==> src/rtl/motion_line_renderer.sv <==
// Motion-object line renderer: clears the back line-RAM half, then draws every sprite hitting next_row.
// Optional build macro MOTION_COLLISION_EN adds occupancy tracking with collision / collision_mask outputs.

module motion_line_renderer #(
  parameter int  NUM_SPRITES = 8,
  parameter int  LINE_DEPTH  = 256,
  localparam int IW          = $clog2(NUM_SPRITES)
) (
  input  logic                   i_Clk,
  input  logic                   i_Rst_n,
  input  logic                   line_start,
  input  logic [9:0]             next_row,
  input  logic                   bank,
  input  logic                   tbl_write,
  input  logic [IW+1:0]          tbl_addr,
  input  logic [11:0]            tbl_wr_data,
  output logic [11:0]            tbl_rd_data,
  output logic [5:0]             rom_sprite_num,
  output logic [2:0]             rom_row,
  output logic [2:0]             rom_col,
  input  logic [1:0]             rom_pixel,
  output logic                   lr_write,
  output logic [10:0]            lr_write_addr,
  output logic [1:0]             lr_wr_data,
  output logic                   busy,
  output logic                   overrun,
  input  logic                   overrun_clr,
  output logic                   collision,
  output logic [NUM_SPRITES-1:0] collision_mask
);

  typedef enum logic [2:0] {
    IDLE  = 3'd0,
    CLEAR = 3'd1,
    SCAN  = 3'd2,
    DRAW  = 3'd3,
    DONE  = 3'd4
  } state_t;

  state_t state_r, state_next;

  logic [NUM_SPRITES-1:0] en_r;
  logic [5:0]             num_r [NUM_SPRITES];
  logic [9:0]             x_r   [NUM_SPRITES];
  logic [9:0]             y_r   [NUM_SPRITES];

  logic [IW-1:0] tbl_idx_s;
  logic [1:0]    tbl_field_s;

  logic          bank_r;
  logic [9:0]    row_lat_r;
  logic [7:0]    clr_cnt_r;
  logic [IW-1:0] idx_r;
  logic [3:0]    draw_cnt_r;
  logic [2:0]    row_r;
  logic [8:0]    base_r;
  logic [5:0]    snum_r;

  logic [9:0]    dy_s;
  logic          hit_s;
  logic          last_clr_s;
  logic [9:0]    pix_addr_s;
  logic          draw_wr_s;

  logic          lr_write_s, lr_write_r;
  logic [10:0]   lr_addr_s, lr_addr_r;
  logic [1:0]    lr_data_s, lr_data_r;
  logic          busy_r;
  logic          overrun_r;
  logic          unused_bits_s;

  assign tbl_idx_s   = tbl_addr[IW+1:2];
  assign tbl_field_s = tbl_addr[1:0];

  assign dy_s       = row_lat_r - y_r[idx_r];
  assign hit_s      = en_r[idx_r] && (dy_s[9:4] == 6'd0);
  assign last_clr_s = (clr_cnt_r == 8'(LINE_DEPTH - 1));
  // ROM data for column k-1 arrives during draw cycle k, so the write address trails by one.
  assign pix_addr_s = {1'b0, base_r} + {6'd0, draw_cnt_r} - 10'd1;
  assign draw_wr_s  = (state_r == DRAW) && (draw_cnt_r != 4'd0) && (rom_pixel != 2'd0) &&
                      (pix_addr_s < 10'(LINE_DEPTH)) && !line_start;

  assign unused_bits_s = ^{tbl_wr_data[11:10], dy_s[0]};

  // Sprite attribute table storage, written by the CPU.
  always_ff @(posedge i_Clk or negedge i_Rst_n) begin
    if (!i_Rst_n) begin
      en_r <= '0;
      for (int i = 0; i < NUM_SPRITES; i++) begin
        num_r[i] <= 6'd0;
        x_r[i]   <= 10'd0;
        y_r[i]   <= 10'd0;
      end
    end else if (tbl_write) begin
      case (tbl_field_s)
        2'd0: begin
          en_r[tbl_idx_s]  <= tbl_wr_data[6];
          num_r[tbl_idx_s] <= tbl_wr_data[5:0];
        end
        2'd1:    x_r[tbl_idx_s] <= tbl_wr_data[9:0];
        2'd2:    y_r[tbl_idx_s] <= tbl_wr_data[9:0];
        default: ;
      endcase
    end
  end

  // Table readback mux.
  always_comb begin
    tbl_rd_data = 12'd0;
    case (tbl_field_s)
      2'd0:    tbl_rd_data = {5'd0, en_r[tbl_idx_s], num_r[tbl_idx_s]};
      2'd1:    tbl_rd_data = {2'd0, x_r[tbl_idx_s]};
      2'd2:    tbl_rd_data = {2'd0, y_r[tbl_idx_s]};
      default: tbl_rd_data = 12'd0;
    endcase
  end

  // FSM state register.
  always_ff @(posedge i_Clk or negedge i_Rst_n) begin
    if (!i_Rst_n) begin
      state_r <= IDLE;
    end else begin
      state_r <= state_next;
    end
  end

  // FSM next state; a line_start in any state restarts the clear.
  always_comb begin
    state_next = state_r;
    if (line_start) begin
      state_next = CLEAR;
    end else begin
      case (state_r)
        IDLE:    state_next = IDLE;
        CLEAR:   state_next = last_clr_s ? SCAN : CLEAR;
        SCAN: begin
          if (hit_s) begin
            state_next = DRAW;
          end else if (idx_r == '0) begin
            state_next = DONE;
          end else begin
            state_next = SCAN;
          end
        end
        DRAW: begin
          if (draw_cnt_r != 4'd8) begin
            state_next = DRAW;
          end else if (idx_r == '0) begin
            state_next = DONE;
          end else begin
            state_next = SCAN;
          end
        end
        DONE:    state_next = IDLE;
        default: state_next = IDLE;
      endcase
    end
  end

  // Per-pass datapath: latched row/bank, clear counter, table index, draw context.
  always_ff @(posedge i_Clk or negedge i_Rst_n) begin
    if (!i_Rst_n) begin
      bank_r     <= 1'b0;
      row_lat_r  <= 10'd0;
      clr_cnt_r  <= 8'd0;
      idx_r      <= '0;
      draw_cnt_r <= 4'd0;
      row_r      <= 3'd0;
      base_r     <= 9'd0;
      snum_r     <= 6'd0;
    end else if (line_start) begin
      bank_r    <= bank;
      row_lat_r <= next_row;
      clr_cnt_r <= 8'd0;
    end else begin
      case (state_r)
        CLEAR: begin
          clr_cnt_r <= clr_cnt_r + 8'd1;
          idx_r     <= IW'(NUM_SPRITES - 1);
        end
        SCAN: begin
          if (hit_s) begin
            draw_cnt_r <= 4'd0;
            row_r      <= dy_s[3:1];
            base_r     <= x_r[idx_r][9:1];
            snum_r     <= num_r[idx_r];
          end else if (idx_r != '0) begin
            idx_r <= idx_r - IW'(1);
          end
        end
        DRAW: begin
          draw_cnt_r <= draw_cnt_r + 4'd1;
          if (draw_cnt_r == 4'd8 && idx_r != '0) begin
            idx_r <= idx_r - IW'(1);
          end
        end
        default: ;
      endcase
    end
  end

  // Line RAM write request for this cycle.
  always_comb begin
    lr_write_s = 1'b0;
    lr_addr_s  = 11'd0;
    lr_data_s  = 2'd0;
    if (state_r == CLEAR && !line_start) begin
      lr_write_s = 1'b1;
      lr_addr_s  = {2'b00, bank_r, clr_cnt_r};
      lr_data_s  = 2'd0;
    end else if (draw_wr_s) begin
      lr_write_s = 1'b1;
      lr_addr_s  = {2'b00, bank_r, pix_addr_s[7:0]};
      lr_data_s  = rom_pixel;
    end else begin
      lr_write_s = 1'b0;
    end
  end

  // Registered outputs: line RAM port, busy, sticky overrun (set beats clear).
  always_ff @(posedge i_Clk or negedge i_Rst_n) begin
    if (!i_Rst_n) begin
      lr_write_r <= 1'b0;
      lr_addr_r  <= 11'd0;
      lr_data_r  <= 2'd0;
      busy_r     <= 1'b0;
      overrun_r  <= 1'b0;
    end else begin
      lr_write_r <= lr_write_s;
      lr_addr_r  <= lr_addr_s;
      lr_data_r  <= lr_data_s;
      busy_r     <= (state_next != IDLE);
      if (line_start && state_r != IDLE) begin
        overrun_r <= 1'b1;
      end else if (overrun_clr) begin
        overrun_r <= 1'b0;
      end
    end
  end

  assign lr_write       = lr_write_r;
  assign lr_write_addr  = lr_addr_r;
  assign lr_wr_data     = lr_data_r;
  assign busy           = busy_r;
  assign overrun        = overrun_r;
  assign rom_sprite_num = (state_r == DRAW) ? snum_r : 6'd0;
  assign rom_row        = row_r;
  assign rom_col        = draw_cnt_r[2:0];

`ifdef MOTION_COLLISION_EN
  logic [LINE_DEPTH-1:0]  occ_r;
  logic                   coll_r;
  logic [NUM_SPRITES-1:0] mask_r;
  logic                   coll_hit_s;

  assign coll_hit_s = draw_wr_s && occ_r[pix_addr_s[7:0]];

  // Occupancy of the current line plus sticky collision flags.
  always_ff @(posedge i_Clk or negedge i_Rst_n) begin
    if (!i_Rst_n) begin
      occ_r  <= '0;
      coll_r <= 1'b0;
      mask_r <= '0;
    end else begin
      if (state_r == CLEAR && !line_start) begin
        occ_r[clr_cnt_r] <= 1'b0;
      end
      if (draw_wr_s) begin
        occ_r[pix_addr_s[7:0]] <= 1'b1;
      end
      if (coll_hit_s) begin
        coll_r <= 1'b1;
        mask_r <= (overrun_clr ? '0 : mask_r) | (NUM_SPRITES'(1) << idx_r);
      end else if (overrun_clr) begin
        coll_r <= 1'b0;
        mask_r <= '0;
      end
    end
  end

  assign collision      = coll_r;
  assign collision_mask = mask_r;
`else
  assign collision      = 1'b0;
  assign collision_mask = '0;
`endif

endmodule

==> config.mk <==
export PLATFORM = sky130hd
export DESIGN_NAME = motion_line_renderer
export DESIGN_NICKNAME = d
export VERILOG_FILES = /design/src/rtl/motion_line_renderer.sv
export SDC_FILE = /design/constraint.sdc
export NUM_CORES = 1
export LEC_CHECK = 0
export CORE_ASPECT_RATIO = 1.2
export CORE_MARGIN = 5
export CORE_UTILIZATION = 54
export DETAILED_ROUTE_END_ITERATION = 6
export PLACE_DENSITY = 0.87
export SLEW_MARGIN = 20
export SYNTH_ARGS = -nofsm -noshare
export SYNTH_HDL_FRONTEND = slang
export SYNTH_SLANG_ARGS = --single-unit
==> constraint.sdc <==
create_clock -name i_Clk -period 4.4 [get_ports i_Clk]
set_clock_uncertainty 0.15 [all_clocks]
set_input_delay 0.88 -clock i_Clk [delete_from_list [all_inputs] [get_ports i_Clk]]
set_output_delay 0.88 -clock i_Clk [all_outputs]
set_load 0.005 [all_outputs]
==> flow_metrics.env <==
export IMPL_worst_pin_slew_ns=0.969
export IMPL_ys_flop_type="dfrtp_1"
export IMPL_gp_congestion=0.874
export IMPL_ir_worst_vdd_uv=277
export IMPL_combPwrFrac_pct=22.8
export IMPL_std_cell_rows=65
export IMPL_tritoncts="built"
export IMPL_wl_per_cell_um=24.9
export IMPL_post_cts_buffers=0
export IMPL_yosys_area_share_simple_pct=6.03
export IMPL_synth_compound_area_share_pct=9.66
export IMPL_synth_mux_area_share_pct=29.1
export IMPL_relSlewSlack_pct=35.2
export IMPL_hold_ws_ns=0.181
export IMPL_antenna_found_initial=0
export IMPL_htree_levels=1
export IMPL_path_class="in -> out"
export IMPL_drv_slew=0
export IMPL_synth_async_reset_ratio_pct=100
export IMPL_wirelength_um=39400
export IMPL_crit_start="tbl_addr[2]"
export IMPL_synth_top_area_share_pct=47.9
export IMPL_cts_sinks=277
export IMPL_setup_violations=0
export IMPL_fin_crit_sh_pct=99.5
export IMPL_placed_cells=1528
export IMPL_drtAntennaViolNets=0
export IMPL_instances_no_fill=1581
export IMPL_layout_drive_gt1_share_pct=36.3
export IMPL_ys_types=60
export IMPL_pwr_share_clk_pct=32.6
export IMPL_first_global_vias=11200
export IMPL_start_util_pct=54.9
export IMPL_power_share_switching_pct=29.1
export IMPL_crit_end="tbl_rd_data[4]"
export IMPL_syn2layout_area_growth_pct=17.8
export IMPL_power_switching_w=0.00220
export IMPL_max_freq_mhz=228
export IMPL_worstPathArrival_ns=3.35
export IMPL_max_cap_viol_count=0
export IMPL_synth_cells=1119
export IMPL_synth_top_family_by_area="multiplexers"
export IMPL_vias=10600
export IMPL_cts_clk_slew_worst_paths_ns=0.06
export IMPL_status="finished clean"
export IMPL_fp_dieArea_um2=30200
export IMPL_syn_area_um2=14500
export IMPL_ios=84
export IMPL_worstHoldPathType="in -> async"
export IMPL_grt_usage_pct=25.6
export IMPL_synth_avg_cell_area_um2=12.9
export IMPL_dr_pass1_iters=5
export IMPL_dp_hpwl_um=26900
export IMPL_period_minus_slack_ns=4.38
export IMPL_synth_xor_area_share_pct=1.21
export IMPL_synth_warnings=0
export IMPL_final_area_um2=17000
export IMPL_reg2regPathDepth=13
export IMPL_drc_errors=0
export IMPL_portBuffers=68
export IMPL_worstSetupEndpointType="output port"
export IMPL_clk_insertion_delay_late_ns=0.56
export IMPL_hold_viol_final=0
export IMPL_worstSetupStartpointType="input pin"
export IMPL_grt_use_met2_pct=43.4
export IMPL_die_height_um=189
export IMPL_n_antenna_cell=0
export IMPL_r2r_slack_ns=0.18
export IMPL_ys_seq_area_share_pct=47.9
export IMPL_slowest_delay_ns=0.53
export IMPL_rsz0062_at_grt="yes"
export IMPL_p_int_w=0.00536
export IMPL_r2r_start="idx_r[0]$_DFFE_PN0P_"
export IMPL_pwr_share_seq_pct=44.6
export IMPL_use_met3_pct=5.49
export IMPL_ys_seq_elements=277
export IMPL_synth_edf_count=0
export IMPL_drt_iter0_markers=1279
export IMPL_use_met1_pct=31.0
export IMPL_power_density_nw_per_um2=444
export IMPL_crit_path_max_fanout=14
export IMPL_crit_path_top_delay_cell="clkdlybuf4s50_1"
export IMPL_synthAdderAreaFrac_pct=2.53
export IMPL_chipWidth_um=159
export IMPL_cts_buffers=29
export IMPL_core_um2=26400
export IMPL_finalNetCount=1287
export IMPL_r2r_end="idx_r[2]$_DFFE_PN0P_"
export IMPL_critical_path_cell_chain="clkdlybuf4s50_1, buf_4, nor2_1, and2_2, buf_12, buf_4, a221oi_1, and3_1, o22ai_1, clkdlybuf4s50_1"
export IMPL_overflow=0
export IMPL_grt_pass1_wl_um=61900
export IMPL_busiest_layer="met2"
export IMPL_yosysTopAreaCell="dfrtp_1"
export IMPL_power_leakage_nw=7.73
export IMPL_viasPerCell=6.73
export IMPL_placed_area_um2=16000
export IMPL_synth_area_top_cells="dfrtp_1, mux2_2, mux4_2"
export IMPL_cts_root_buf="clkbuf_16"
export IMPL_clk_path_buf_depth=3
export IMPL_worstPathRequired_ns=3.37
export IMPL_grt_max_degree=106
[kinds of logic after synthesis]
logic type / after synthesis
XOR/XNOR: 20
AND/OR/NAND/NOR: 162
other: 1
multiplexers: 325
adder cells (fa/ha/maj): 28
AO/OA/AOI/OAI: 190
buffers and inverters: 116
flip-flops: 277
[per-layer routing]
layer  up-vias  wire (µm)
li1       4457          -
met1      5389      14400
met2       626      19600
met3       161       3430
met4         0       1940
met5         -          0
[synthesized netlist by cell type, types with 3 or more instances]
library cell,number
or3_1,3
nand4_1,19
nor2b_1,4
o31ai_1,4
o21bai_1,3
nand2b_1,8
nand3_1,6
mux2_1,4
ha_1,26
nor3b_1,3
inv_1,30
a221oi_1,19
and3_1,21
or2_2,4
nor3_1,6
dfrtp_1,277
a21oi_1,15
nor2_1,38
clkbuf_1,55
mux4_2,52
xnor2_1,13
and2_1,4
xor2_1,7
o21ai_0,18
buf_1,13
a22o_1,26
nor4_1,6
mux2_2,236
nand3b_1,3
o22ai_1,11
a31oi_1,4
a22oi_1,72
buf_4,17
mux2i_1,32
nand2_1,28
[power by group through the flow]
stage          combinational (W)  clock, W  sequential, W
2_1_floorplan            0.00121         0        0.00324
4_1_cts                  0.00170   0.00248        0.00335
6_report                 0.00173   0.00246        0.00337
3_5_place_dp             0.00167         0        0.00339
3_3_place_gp             0.00160         0        0.00335
5_1_grt                  0.00186   0.00258        0.00342
[cell type report]
class / instances / area [µm²]
Clock buffer: 39 / 793
Clock inverter: 14 / 154
Fill cell: 1864 / 9310
Inverter: 30 / 113
Multi-Input combinational cell: 738 / 7200
Sequential cell: 277 / 6940
Tap cell: 335 / 419
Timing Repair Buffer: 148 / 1430
[registers in the layout (all words and copies together), names as in the netlist, 8 cells and up]
| register | flops |
|---|---|
| x_r | 80 |
| y_r | 80 |
| num_r | 48 |
| row_lat_r | 10 |
| base_r | 9 |
| lr_write_addr | 9 |
| clr_cnt_r | 8 |
| en_r | 8 |
[how the worst min path moves through the flow]
stage / start / end / slack (ns) / cells after the start
2_1_floorplan: bank_r$_DFFE_PN0P_ / lr_write_addr[8]$_DFF_PN0_ / 0.30 / 1
3_3_place_gp: snum_r[4]$_DFFE_PN0P_ / snum_r[4]$_DFFE_PN0P_ / 0.32 / 1
3_5_place_dp: snum_r[4]$_DFFE_PN0P_ / snum_r[4]$_DFFE_PN0P_ / 0.34 / 1
4_1_cts: i_Rst_n / rom_row[1]$_DFFE_PN0P_ / 0.24 / 1
5_1_grt: i_Rst_n / rom_row[2]$_DFFE_PN0P_ / 0.27 / 1
6_report: i_Rst_n / rom_row[1]$_DFFE_PN0P_ / 0.18 / 1
[layout by cell type, fill, tap and decap left out, drive strengths merged, types with 5 or more instances in the layout]
cell type,instances
nor2,38
o21ai,20
nor4,7
a221oi,19
xnor2,13
xor2,7
nand4,19
inv,31
dlymetal6s2s,5
nor3,6
nand2b,8
conb,13
a21oi,15
mux4,52
clkinv,8
a22oi,72
buf,81
mux2i,33
o22ai,11
dfrtp,277
ha,26
mux2,240
clkdlybuf4s50,60
clkbuf,39
nand2,29
a22o,26
and3,21
nand3,6
[critical path, delay by kind of cell]
family	cells	cell delay (ns)
AO/OA/AOI/OAI	2	0.40
buffers and inverters	5	1.54
AND/OR/NAND/NOR	3	0.51
[repair_timing]
action / in CTS / in global routing
endpoints found under the hold margin: 0 / 0
pin swaps: 0 / 2
endpoints found under the setup margin: 29 / 32
gates cloned: 0 / 0
hold buffers: 0 / 0
gates resized for setup: 8 / 27
[through the flow]
| step | total power (W) | setup slack, ns | utilization (%) | setup TNS, ns |
|---|---|---|---|---|
| 2_1_floorplan | 0.00445 | 0.0175 | - | 0 |
| 3_3_place_gp | 0.00495 | -0.0234 | 60.7 | -0.0303 |
| 3_5_place_dp | 0.00506 | -0.106 | 60.7 | -0.374 |
| 4_1_cts | 0.00753 | 0.00458 | 64.3 | 0 |
| 5_1_grt | 0.00786 | -0.0299 | 64.7 | -0.0993 |
| 6_report | 0.00756 | 0.0212 | 64.7 | 0 |
Note: power is estimated with default switching activity, not from simulation.
